**src/rtl/vga_pkg.sv**
```systemverilog
// Shared definitions for the VGA raster timing generator.
//   - Default 640x480@60 timing values.
//   - axis_total(): total count (active + porches + sync) of one axis.
//   - fits_width(): tells whether a value fits in a counter of a given width.
//   - scale_t: pixel-replication shift (pixel = 2^scale screen pixels).
package vga_pkg;

   localparam int unsigned DEF_H_ACTIVE = 32'd640;
   localparam int unsigned DEF_H_FP     = 32'd16;
   localparam int unsigned DEF_H_SYNC   = 32'd96;
   localparam int unsigned DEF_H_BP     = 32'd48;
   localparam int unsigned DEF_V_ACTIVE = 32'd480;
   localparam int unsigned DEF_V_FP     = 32'd10;
   localparam int unsigned DEF_V_SYNC   = 32'd2;
   localparam int unsigned DEF_V_BP     = 32'd33;
   localparam int unsigned DEF_CNT_W    = 32'd12;
   localparam int unsigned DEF_PREFETCH = 32'd2;

   typedef logic [1:0] scale_t;

   function automatic int unsigned axis_total(input int unsigned active,
                                              input int unsigned fp,
                                              input int unsigned sync,
                                              input int unsigned bp);
      return active + fp + sync + bp;
   endfunction

   function automatic bit fits_width(input int unsigned value,
                                     input int unsigned width);
      return 64'(value) < (64'd1 << width);
   endfunction

endpackage

```
**src/rtl/vga_axis_cnt.sv**
```systemverilog
// One raster axis: a wrapping position counter with decoded flags.
// Ports:
//   clk, rst  - clock and synchronous active-high reset
//   step      - advance the counter by one this cycle
//   count     - current position 0..TOTAL-1 (registered state)
//   wrap      - step is high and the counter is at its last position
//   active    - position is inside the active area (first on the axis)
//   sync      - sync level for the current position (POL when in sync)
module vga_axis_cnt
   import vga_pkg::*;
#(
   parameter int unsigned ACTIVE = DEF_H_ACTIVE,
   parameter int unsigned FP     = DEF_H_FP,
   parameter int unsigned SYNC   = DEF_H_SYNC,
   parameter int unsigned BP     = DEF_H_BP,
   parameter bit          POL    = 1'b0,
   parameter int unsigned CNT_W  = DEF_CNT_W
) (
   input  logic             clk,
   input  logic             rst,
   input  logic             step,
   output logic [CNT_W-1:0] count,
   output logic             wrap,
   output logic             active,
   output logic             sync
);

   localparam int unsigned      TOTAL    = axis_total(ACTIVE, FP, SYNC, BP);
   localparam logic [CNT_W-1:0] LAST     = CNT_W'(TOTAL - 32'd1);
   localparam logic [CNT_W-1:0] ACT_END  = CNT_W'(ACTIVE);
   localparam logic [CNT_W-1:0] SYNC_BEG = CNT_W'(ACTIVE + FP);
   localparam logic [CNT_W-1:0] SYNC_LST = CNT_W'(ACTIVE + FP + SYNC - 32'd1);
   localparam logic [CNT_W-1:0] ONE      = {{(CNT_W-1){1'b0}}, 1'b1};

   logic [CNT_W-1:0] count_r;
   logic             in_sync_s;

   // Decode wrap, active and sync from the current position
   always_comb begin
      in_sync_s = (count_r >= SYNC_BEG) && (count_r <= SYNC_LST);
      wrap      = step && (count_r == LAST);
      active    = (count_r < ACT_END);
      if (in_sync_s) begin
         sync = POL;
      end else begin
         sync = ~POL;
      end
   end

   // Position counter, wraps to zero after the last position
   always_ff @(posedge clk) begin
      if (rst) begin
         count_r <= '0;
      end else if (wrap) begin
         count_r <= '0;
      end else if (step) begin
         count_r <= count_r + ONE;
      end else begin
         count_r <= count_r;
      end
   end

   assign count = count_r;

endmodule

```
**src/rtl/vga_timing_gen.sv**
```systemverilog
// Parametrised VGA raster timing generator with frame-buffer prefetch.
// Ports:
//   i_clk_sys     - pixel clock
//   i_rst         - synchronous reset, active-high
//   i_en          - display enable, taken once per frame
//   i_scale       - pixel replication shift, taken once per frame
//   o_hs, o_vs    - sync outputs
//   o_de          - active-area data enable
//   o_x_cnt/o_y_cnt - raw counters
//   o_xpos/o_ypos - image coordinate of the displayed pixel (0 outside DE)
//   o_rd_req      - read strobe for the pixel shown PREFETCH cycles later
//   o_rd_x/o_rd_y - image coordinate for o_rd_req (0 when idle)
//   o_frame_start - pulse with the output for h=0, v=0
//   o_line_start  - pulse with the output for h=0
// All outputs are registered from the counter state and share one cycle
// of latency.
module vga_timing_gen
   import vga_pkg::*;
#(
   parameter int unsigned H_ACTIVE = DEF_H_ACTIVE,
   parameter int unsigned H_FP     = DEF_H_FP,
   parameter int unsigned H_SYNC   = DEF_H_SYNC,
   parameter int unsigned H_BP     = DEF_H_BP,
   parameter int unsigned V_ACTIVE = DEF_V_ACTIVE,
   parameter int unsigned V_FP     = DEF_V_FP,
   parameter int unsigned V_SYNC   = DEF_V_SYNC,
   parameter int unsigned V_BP     = DEF_V_BP,
   parameter bit          HS_POL   = 1'b0,
   parameter bit          VS_POL   = 1'b0,
   parameter int unsigned CNT_W    = DEF_CNT_W,
   parameter int unsigned PREFETCH = DEF_PREFETCH
) (
   input  logic             i_clk_sys,
   input  logic             i_rst,
   input  logic             i_en,
   input  logic [1:0]       i_scale,
   output logic             o_hs,
   output logic             o_vs,
   output logic             o_de,
   output logic [CNT_W-1:0] o_x_cnt,
   output logic [CNT_W-1:0] o_y_cnt,
   output logic [CNT_W-1:0] o_xpos,
   output logic [CNT_W-1:0] o_ypos,
   output logic             o_rd_req,
   output logic [CNT_W-1:0] o_rd_x,
   output logic [CNT_W-1:0] o_rd_y,
   output logic             o_frame_start,
   output logic             o_line_start
);

   localparam int unsigned      H_TOTAL  = axis_total(H_ACTIVE, H_FP, H_SYNC, H_BP);
   localparam int unsigned      V_TOTAL  = axis_total(V_ACTIVE, V_FP, V_SYNC, V_BP);
   localparam logic [CNT_W-1:0] H_ACT    = CNT_W'(H_ACTIVE);
   localparam logic [CNT_W-1:0] V_ACT    = CNT_W'(V_ACTIVE);
   localparam logic [CNT_W-1:0] V_LAST   = CNT_W'(V_TOTAL - 32'd1);
   localparam logic [CNT_W-1:0] ONE      = {{(CNT_W-1){1'b0}}, 1'b1};
   localparam logic [CNT_W:0]   PF_EXT   = (CNT_W+1)'(PREFETCH);
   localparam logic [CNT_W:0]   H_TOT_EX = (CNT_W+1)'(H_TOTAL);
   localparam logic [CNT_W-1:0] H_TOT_LO = CNT_W'(H_TOTAL);

   // Elaboration-time parameter checks
   if (PREFETCH > H_FP + H_SYNC + H_BP) begin : g_err_prefetch
      $error("vga_timing_gen: PREFETCH %0d exceeds horizontal blanking", PREFETCH);
   end
   if (!fits_width(H_TOTAL - 32'd1, CNT_W)) begin : g_err_h_width
      $error("vga_timing_gen: CNT_W %0d cannot hold H_TOTAL-1", CNT_W);
   end
   if (!fits_width(V_TOTAL - 32'd1, CNT_W)) begin : g_err_v_width
      $error("vga_timing_gen: CNT_W %0d cannot hold V_TOTAL-1", CNT_W);
   end

   logic [CNT_W-1:0] h_cnt, v_cnt;
   logic             h_wrap, v_wrap, h_active, v_active, h_sync, v_sync;

   vga_axis_cnt #(
      .ACTIVE(H_ACTIVE), .FP(H_FP), .SYNC(H_SYNC), .BP(H_BP),
      .POL(HS_POL), .CNT_W(CNT_W)
   ) u_h_cnt (
      .clk(i_clk_sys), .rst(i_rst), .step(1'b1),
      .count(h_cnt), .wrap(h_wrap), .active(h_active), .sync(h_sync)
   );

   vga_axis_cnt #(
      .ACTIVE(V_ACTIVE), .FP(V_FP), .SYNC(V_SYNC), .BP(V_BP),
      .POL(VS_POL), .CNT_W(CNT_W)
   ) u_v_cnt (
      .clk(i_clk_sys), .rst(i_rst), .step(h_wrap),
      .count(v_cnt), .wrap(v_wrap), .active(v_active), .sync(v_sync)
   );

   logic             en_r;
   scale_t           scale_r;
   logic             line_zero_r;   // counter state is h=0
   logic             frame_zero_r;  // counter state is h=0, v=0
   logic             cfg_load_s;
   logic [CNT_W:0]   p_ext_s;
   logic [CNT_W-1:0] tgt_x_s, tgt_y_s;
   logic             de_s, rd_s;
   logic [CNT_W-1:0] xpos_s, ypos_s, rd_x_s, rd_y_s;

   // Track zero positions from the counter wraps so start pulses need no compare
   always_ff @(posedge i_clk_sys) begin
      if (i_rst) begin
         line_zero_r  <= 1'b1;
         frame_zero_r <= 1'b1;
      end else begin
         line_zero_r  <= h_wrap;
         frame_zero_r <= v_wrap;
      end
   end

   // The last line is always blanking, so its first pixel is a safe point to
   // take a new enable/scale; late prefetches on that line already see it.
   assign cfg_load_s = line_zero_r && (v_cnt == V_LAST);

   // Frame configuration latch
   always_ff @(posedge i_clk_sys) begin
      if (i_rst) begin
         en_r    <= 1'b0;
         scale_r <= 2'd0;
      end else if (cfg_load_s) begin
         en_r    <= i_en;
         scale_r <= i_scale;
      end else begin
         en_r    <= en_r;
         scale_r <= scale_r;
      end
   end

   // Prefetch target, DE and coordinates for the next output word
   always_comb begin
      p_ext_s = {1'b0, h_cnt} + PF_EXT;
      if (p_ext_s >= H_TOT_EX) begin
         // Modular subtract in CNT_W bits; the true result always fits
         tgt_x_s = p_ext_s[CNT_W-1:0] - H_TOT_LO;
         if (v_cnt == V_LAST) begin
            tgt_y_s = '0;
         end else begin
            tgt_y_s = v_cnt + ONE;
         end
      end else begin
         tgt_x_s = p_ext_s[CNT_W-1:0];
         tgt_y_s = v_cnt;
      end

      de_s = en_r && h_active && v_active;
      rd_s = en_r && (tgt_x_s < H_ACT) && (tgt_y_s < V_ACT);

      if (de_s) begin
         xpos_s = h_cnt >> scale_r;
         ypos_s = v_cnt >> scale_r;
      end else begin
         xpos_s = '0;
         ypos_s = '0;
      end

      if (rd_s) begin
         rd_x_s = tgt_x_s >> scale_r;
         rd_y_s = tgt_y_s >> scale_r;
      end else begin
         rd_x_s = '0;
         rd_y_s = '0;
      end
   end

   // Output register stage
   always_ff @(posedge i_clk_sys) begin
      if (i_rst) begin
         o_hs          <= ~HS_POL;
         o_vs          <= ~VS_POL;
         o_de          <= 1'b0;
         o_x_cnt       <= '0;
         o_y_cnt       <= '0;
         o_xpos        <= '0;
         o_ypos        <= '0;
         o_rd_req      <= 1'b0;
         o_rd_x        <= '0;
         o_rd_y        <= '0;
         o_frame_start <= 1'b0;
         o_line_start  <= 1'b0;
      end else begin
         o_hs          <= h_sync;
         o_vs          <= v_sync;
         o_de          <= de_s;
         o_x_cnt       <= h_cnt;
         o_y_cnt       <= v_cnt;
         o_xpos        <= xpos_s;
         o_ypos        <= ypos_s;
         o_rd_req      <= rd_s;
         o_rd_x        <= rd_x_s;
         o_rd_y        <= rd_y_s;
         o_frame_start <= frame_zero_r;
         o_line_start  <= line_zero_r;
      end
   end

endmodule

```
**config.mk**
```make
export PLATFORM = sky130hd
export DESIGN_NAME = vga_timing_gen
export DESIGN_NICKNAME = d
export VERILOG_FILES = /design/src/rtl/vga_pkg.sv /design/src/rtl/vga_axis_cnt.sv /design/src/rtl/vga_timing_gen.sv
export SDC_FILE = /design/constraint.sdc
export NUM_CORES = 1
export LEC_CHECK = 0
export CAP_MARGIN = 20
export CORE_MARGIN = 5
export CORE_UTILIZATION = 40
export CTS_CLUSTER_DIAMETER = 60
export DETAILED_ROUTE_END_ITERATION = 7
export GPL_TIMING_DRIVEN = 0
export PLACE_DENSITY = 0.61
export REMOVE_ABC_BUFFERS = 1
export SLEW_MARGIN = 25
export SYNTH_ARGS = -nofsm -noshare
export SYNTH_HDL_FRONTEND = slang
export SYNTH_SLANG_ARGS = --single-unit
```
**constraint.sdc**
```tcl
create_clock -name i_clk_sys -period 3.6 [get_ports i_clk_sys]
set_input_delay 0.9 -clock i_clk_sys [delete_from_list [all_inputs] [get_ports i_clk_sys]]
set_output_delay 0.9 -clock i_clk_sys [all_outputs]
set_load 0.02 [all_outputs]
```
==> key figures <==
Worst setup path
  • Critical Path AT: 3.53 ns
  • Worst r2r src: u_h_cnt.count[1]
  • Register-to-Register Path Depth: 14
  • Worst setup EP type: flop
  • CP cell instances: ha_4, and3_1, xnor2_1, ha_1, inv_1, a211o_1, o2bb2ai_2, a21oi_4, buf_4, o21ai_1, o31a_1, o31ai_4, buf_6, a2111oi_4
  • CP Max Fanout: 8
  • Reg2reg setup slack: 0.28 ns
  • Worst Path Buf+Inv: 3
  • Slowest cell on crit path: dfxtp_2
  • Top Family by Delay on Critical Path: compound AO/OA/AOI/OAI gates
  • Data required, critical path: 3.80 ns
  • CP max stage delay: 0.46 ns
  • Worst Setup Start Kind: flop
  • Critical R2R Capture: o_rd_x[8]
  • Crit path kind: reg2reg

Floorplan
  • Core box area: 0.0128 mm^2
  • Die area: 0.0155 mm^2
  • Die H: 125 um
  • Die width: ~120 um
  • Rows: a little over 40
  • Initial cell density of the core: about two fifths
  • I/O pin cnt: 83

Placed design
  • # placed instances: 748
  • Port Buffers: 82
  • Routability cong.: between 0.8 and 0.9
  • DP HPWL: 8.18 mm

Timing
  • Final Critical Period: ~3.3 ns
  • Hold Slack: 0.451 ns
  • Worst-Margin Slew: 0.930 ns
  • Worst clock skew: 0.0100 ns
  • Hold Fails Final Rpt: 0
  • Tcrit/Tclk final: 92.4%
  • Max Fclk: 301 MHz
  • Final count of negative-setup-slack endpoints: 0
  • Headroom to the max-slew limit: 37.8%
  • RSZ-0062 raised after global routing: false
  • Max-slew violations: 0

Yosys
  • Unique masters post-synth: 65
  • Synth warnings: 0
  • Top cell type's share of synthesized area: 40.7%
  • Post-synth top cells: 107 x dfxtp_1, 75 x nor2_1, 41 x nor2b_1, 30 x clkbuf_1, 26 x xnor2_1
  • Cell taking the most area after synthesis: dfxtp_1
  • Post-synth EDFFs: 0
  • Sequential area share after synthesis: between 40% and 50%
  • Fraction of registers with async set or reset after synthesis: 0%
  • Mean area per synthesized cell: 10.0 um^2
  • Synth Flop Type: dfxtp_1
  • Synth area leaders: dfxtp_1 41%, mux4_2 9.0%, nor2_1 5.4%
  • Mapped cell area: 0.00526 mm^2
  • #FFs+latches synth: 107
  • Most common cell in the synthesized netlist: dfxtp_1
  • Synth Instances: 525

Cells and area
  • Layout fillers: 1139
  • Non-filler cells, final: 768
  • Area Overhead vs Synth: 25.1%
  • FF+latch area: 0.00215 mm^2
  • ANT cells: 0
  • Share of cells above drive strength 1: around 16%
  • Nets: 606
  • Multi-input combinational cell area: 0.00296 mm^2

Route
  • Average wire per standard cell: 15.2 um
  • Via Count: 3846
  • DRC viols: 0
  • Post-route antenna net violation count: 0
  • Post-Route WL: around 12 mm
  • Drt first pass iters: 4
  • Drt via density: 5.01
  • Drt initial violations: 208

Clock tree
  • Clk Latency, worst-skew pair: 0.35 ns
  • CTS buffer count: 9
  • Clock Sinks: about 110
  • H-tree levels: 3
  • Clock-pin slew on the worst setup and hold paths: roughly 0.07 ns
  • TritonCTS clock tree: yes
  • CTS Hold Buffers Added: 0
  • Clock Tree Buf Depth: 2
  • CTS root buffer: clkbuf_16

Hold path
  • Worst min path class: reg2reg
  • Hold depth: 1
  • Worst Hold Launch: frame_zero_r
  • Worst Hold End: o_frame_start

Power and ir drop
  • Worst VDD drop: 0.000180 V
  • Leakage: roughly 2.3 nW
  • Pwr/cell area: 332 mW/mm^2

Global route
  • Global-route usage over all layers: 15.5%
  • Largest net degree at the start of global routing: 37
  • Antenna violations before repair: 0
  • Vias in the first global route: between 3000 and 4000
  • First-pass GRT wire length: 19.8 mm
  • Total gr overflow: 0

Run status
  • Status: completed

Run
  • Maxcap violations: 0
-- layout make-up --
| class | count | share of cell area (%) |
|---|---|---|
| clock buffers | 11 | 3.69 |
| clock inverters | 3 | 0.342 |
| inverters | 13 | 0.742 |
| multi-input cells | 370 | 45.0 |
| flip-flops and latches | 107 | 32.7 |
| well taps | 172 | 3.27 |
| repair buffers | 92 | 14.3 |
-- timing repair --
item | CTS | global route
resized for setup | 2 | 7
gates cloned | 1 | 1
endpoints found under the setup margin | 20 | 20
buffers inserted | 4 | 0
pin swaps | 3 | 2
-- logic make-up after synthesis --
group,after synthesis,synth area share (%)
AO/OA/AOI/OAI,62,11.2
XOR/XNOR,38,6.33
adder cells (fa/ha/maj),8,1.90
buffers and inverters,59,4.93
flip-flops,107,40.7
multiplexers,37,12.2
other,1,0.0713
AND/OR/NAND/NOR,213,22.7
-- flip-flops by register name (all words and copies together) (netlist names), 2 cells and up --
name           flops
o_rd_x            12
o_rd_y            12
o_x_cnt           12
o_xpos            12
o_y_cnt           12
o_ypos            12
u_h_cnt.count     12
u_v_cnt.count     12
scale_r            2
-- per-stage QoR --
| stage | worst slack (ns) | area, um^2 | total power, mW | util, % | setup TNS, ns |
|---|---|---|---|---|---|
| 3_3_place_gp | -2.82 | 6120 | 1.30 | 47.9 | -63.91 |
| 4_1_cts | 0.00255 | 6540 | 2.21 | 51.2 | 0 |
| 2_1_floorplan | -1.84 | 5080 | 1.27 | - | -35.98 |
| 3_5_place_dp | -0.444 | 6230 | 1.30 | 48.8 | -7.08 |
| 6_report | 0.275 | 6580 | 2.18 | 51.5 | 0 |
| 5_1_grt | 0.0574 | 6580 | 2.27 | 51.5 | 0 |
-- worst max-delay path by stage --
| stage | startpoint | endpoint | slack, ns | cells past startpoint |
|---|---|---|---|---|
| after floorplan | u_h_cnt.count[2] | o_rd_req | -1.84 | 12 |
| after global placement | u_h_cnt.count[2] | o_rd_y[2] | -2.82 | 12 |
| after detailed placement | u_h_cnt.count[2] | o_rd_x[8] | -0.44 | 13 |
| after CTS | u_h_cnt.count[1] | o_rd_x[8] | 0.003 | 13 |
| after global routing | u_h_cnt.count[1] | o_rd_x[8] | 0.06 | 13 |
| final | u_h_cnt.count[1] | o_rd_x[8] | 0.28 | 14 |
-- power by group --
part           switching (mW)  leakage, nW  internal, mW
registers              0.0120        0.871          1.20
logic                  0.0382         1.27        0.0316
clock network           0.421        0.132         0.484
total                   0.472         2.27          1.71
-- routing by layer --
layer  up-vias  GRT usage (%)  wire [um]
met3        11           3.39        543
met1      1797           21.4       5770
met5         -              0          0
met4         0           6.06        206
met2        83           23.5       5150
li1       1955              -          -
-- worst register-to-register path, cell delays in order (launching register included) --
cell and delay (ns):
dfxtp_2 0.46, ha_4 0.22, and3_1 0.22, xnor2_1 0.23, ha_1 0.27, inv_1 0.05, a211o_1 0.25, o2bb2ai_2 0.19
a21oi_4 0.26, buf_4 0.18, o21ai_1 0.11, o31a_1 0.19, o31ai_4 0.27, buf_6 0.23, a2111oi_4 0.06
-- cells in the final DEF (no fill, tap or decap), types with 3 or more instances in the layout --
| cell type | Yosys | layout |
|---|---|---|
| buf_4 | 3 | 4 |
| nor3_2 | 11 | 11 |
| and3_1 | 6 | 6 |
| nand2_1 | 17 | 17 |
| and2_1 | 4 | 4 |
| o21ai_0 | 5 | 5 |
| o31a_1 | 3 | 3 |
| nor2b_1 | 41 | 41 |
| nor3_1 | 11 | 11 |
| dfxtp_2 | 0 | 7 |
| a2111oi_4 | 5 | 5 |
| ha_1 | 8 | 7 |
| nor2_1 | 75 | 75 |
| nand4_1 | 10 | 10 |
| mux2i_1 | 13 | 13 |
| dfxtp_1 | 107 | 100 |
| a211oi_2 | 3 | 3 |
| nand2b_1 | 4 | 4 |
| conb_1 | 1 | 10 |
| mux4_2 | 21 | 21 |
| a211oi_1 | 4 | 4 |
| clkbuf_16 | 0 | 9 |
| nand3_1 | 15 | 15 |
| or4_1 | 3 | 3 |
| clkdlybuf4s50_1 | 0 | 81 |
| a21oi_1 | 9 | 9 |
| a22oi_1 | 3 | 3 |
| xnor2_1 | 26 | 24 |
| xor2_1 | 12 | 12 |
| inv_1 | 12 | 12 |
| a21o_1 | 3 | 3 |
| o21a_1 | 3 | 3 |
| buf_6 | 2 | 4 |
(Power assumes the default switching activity.)
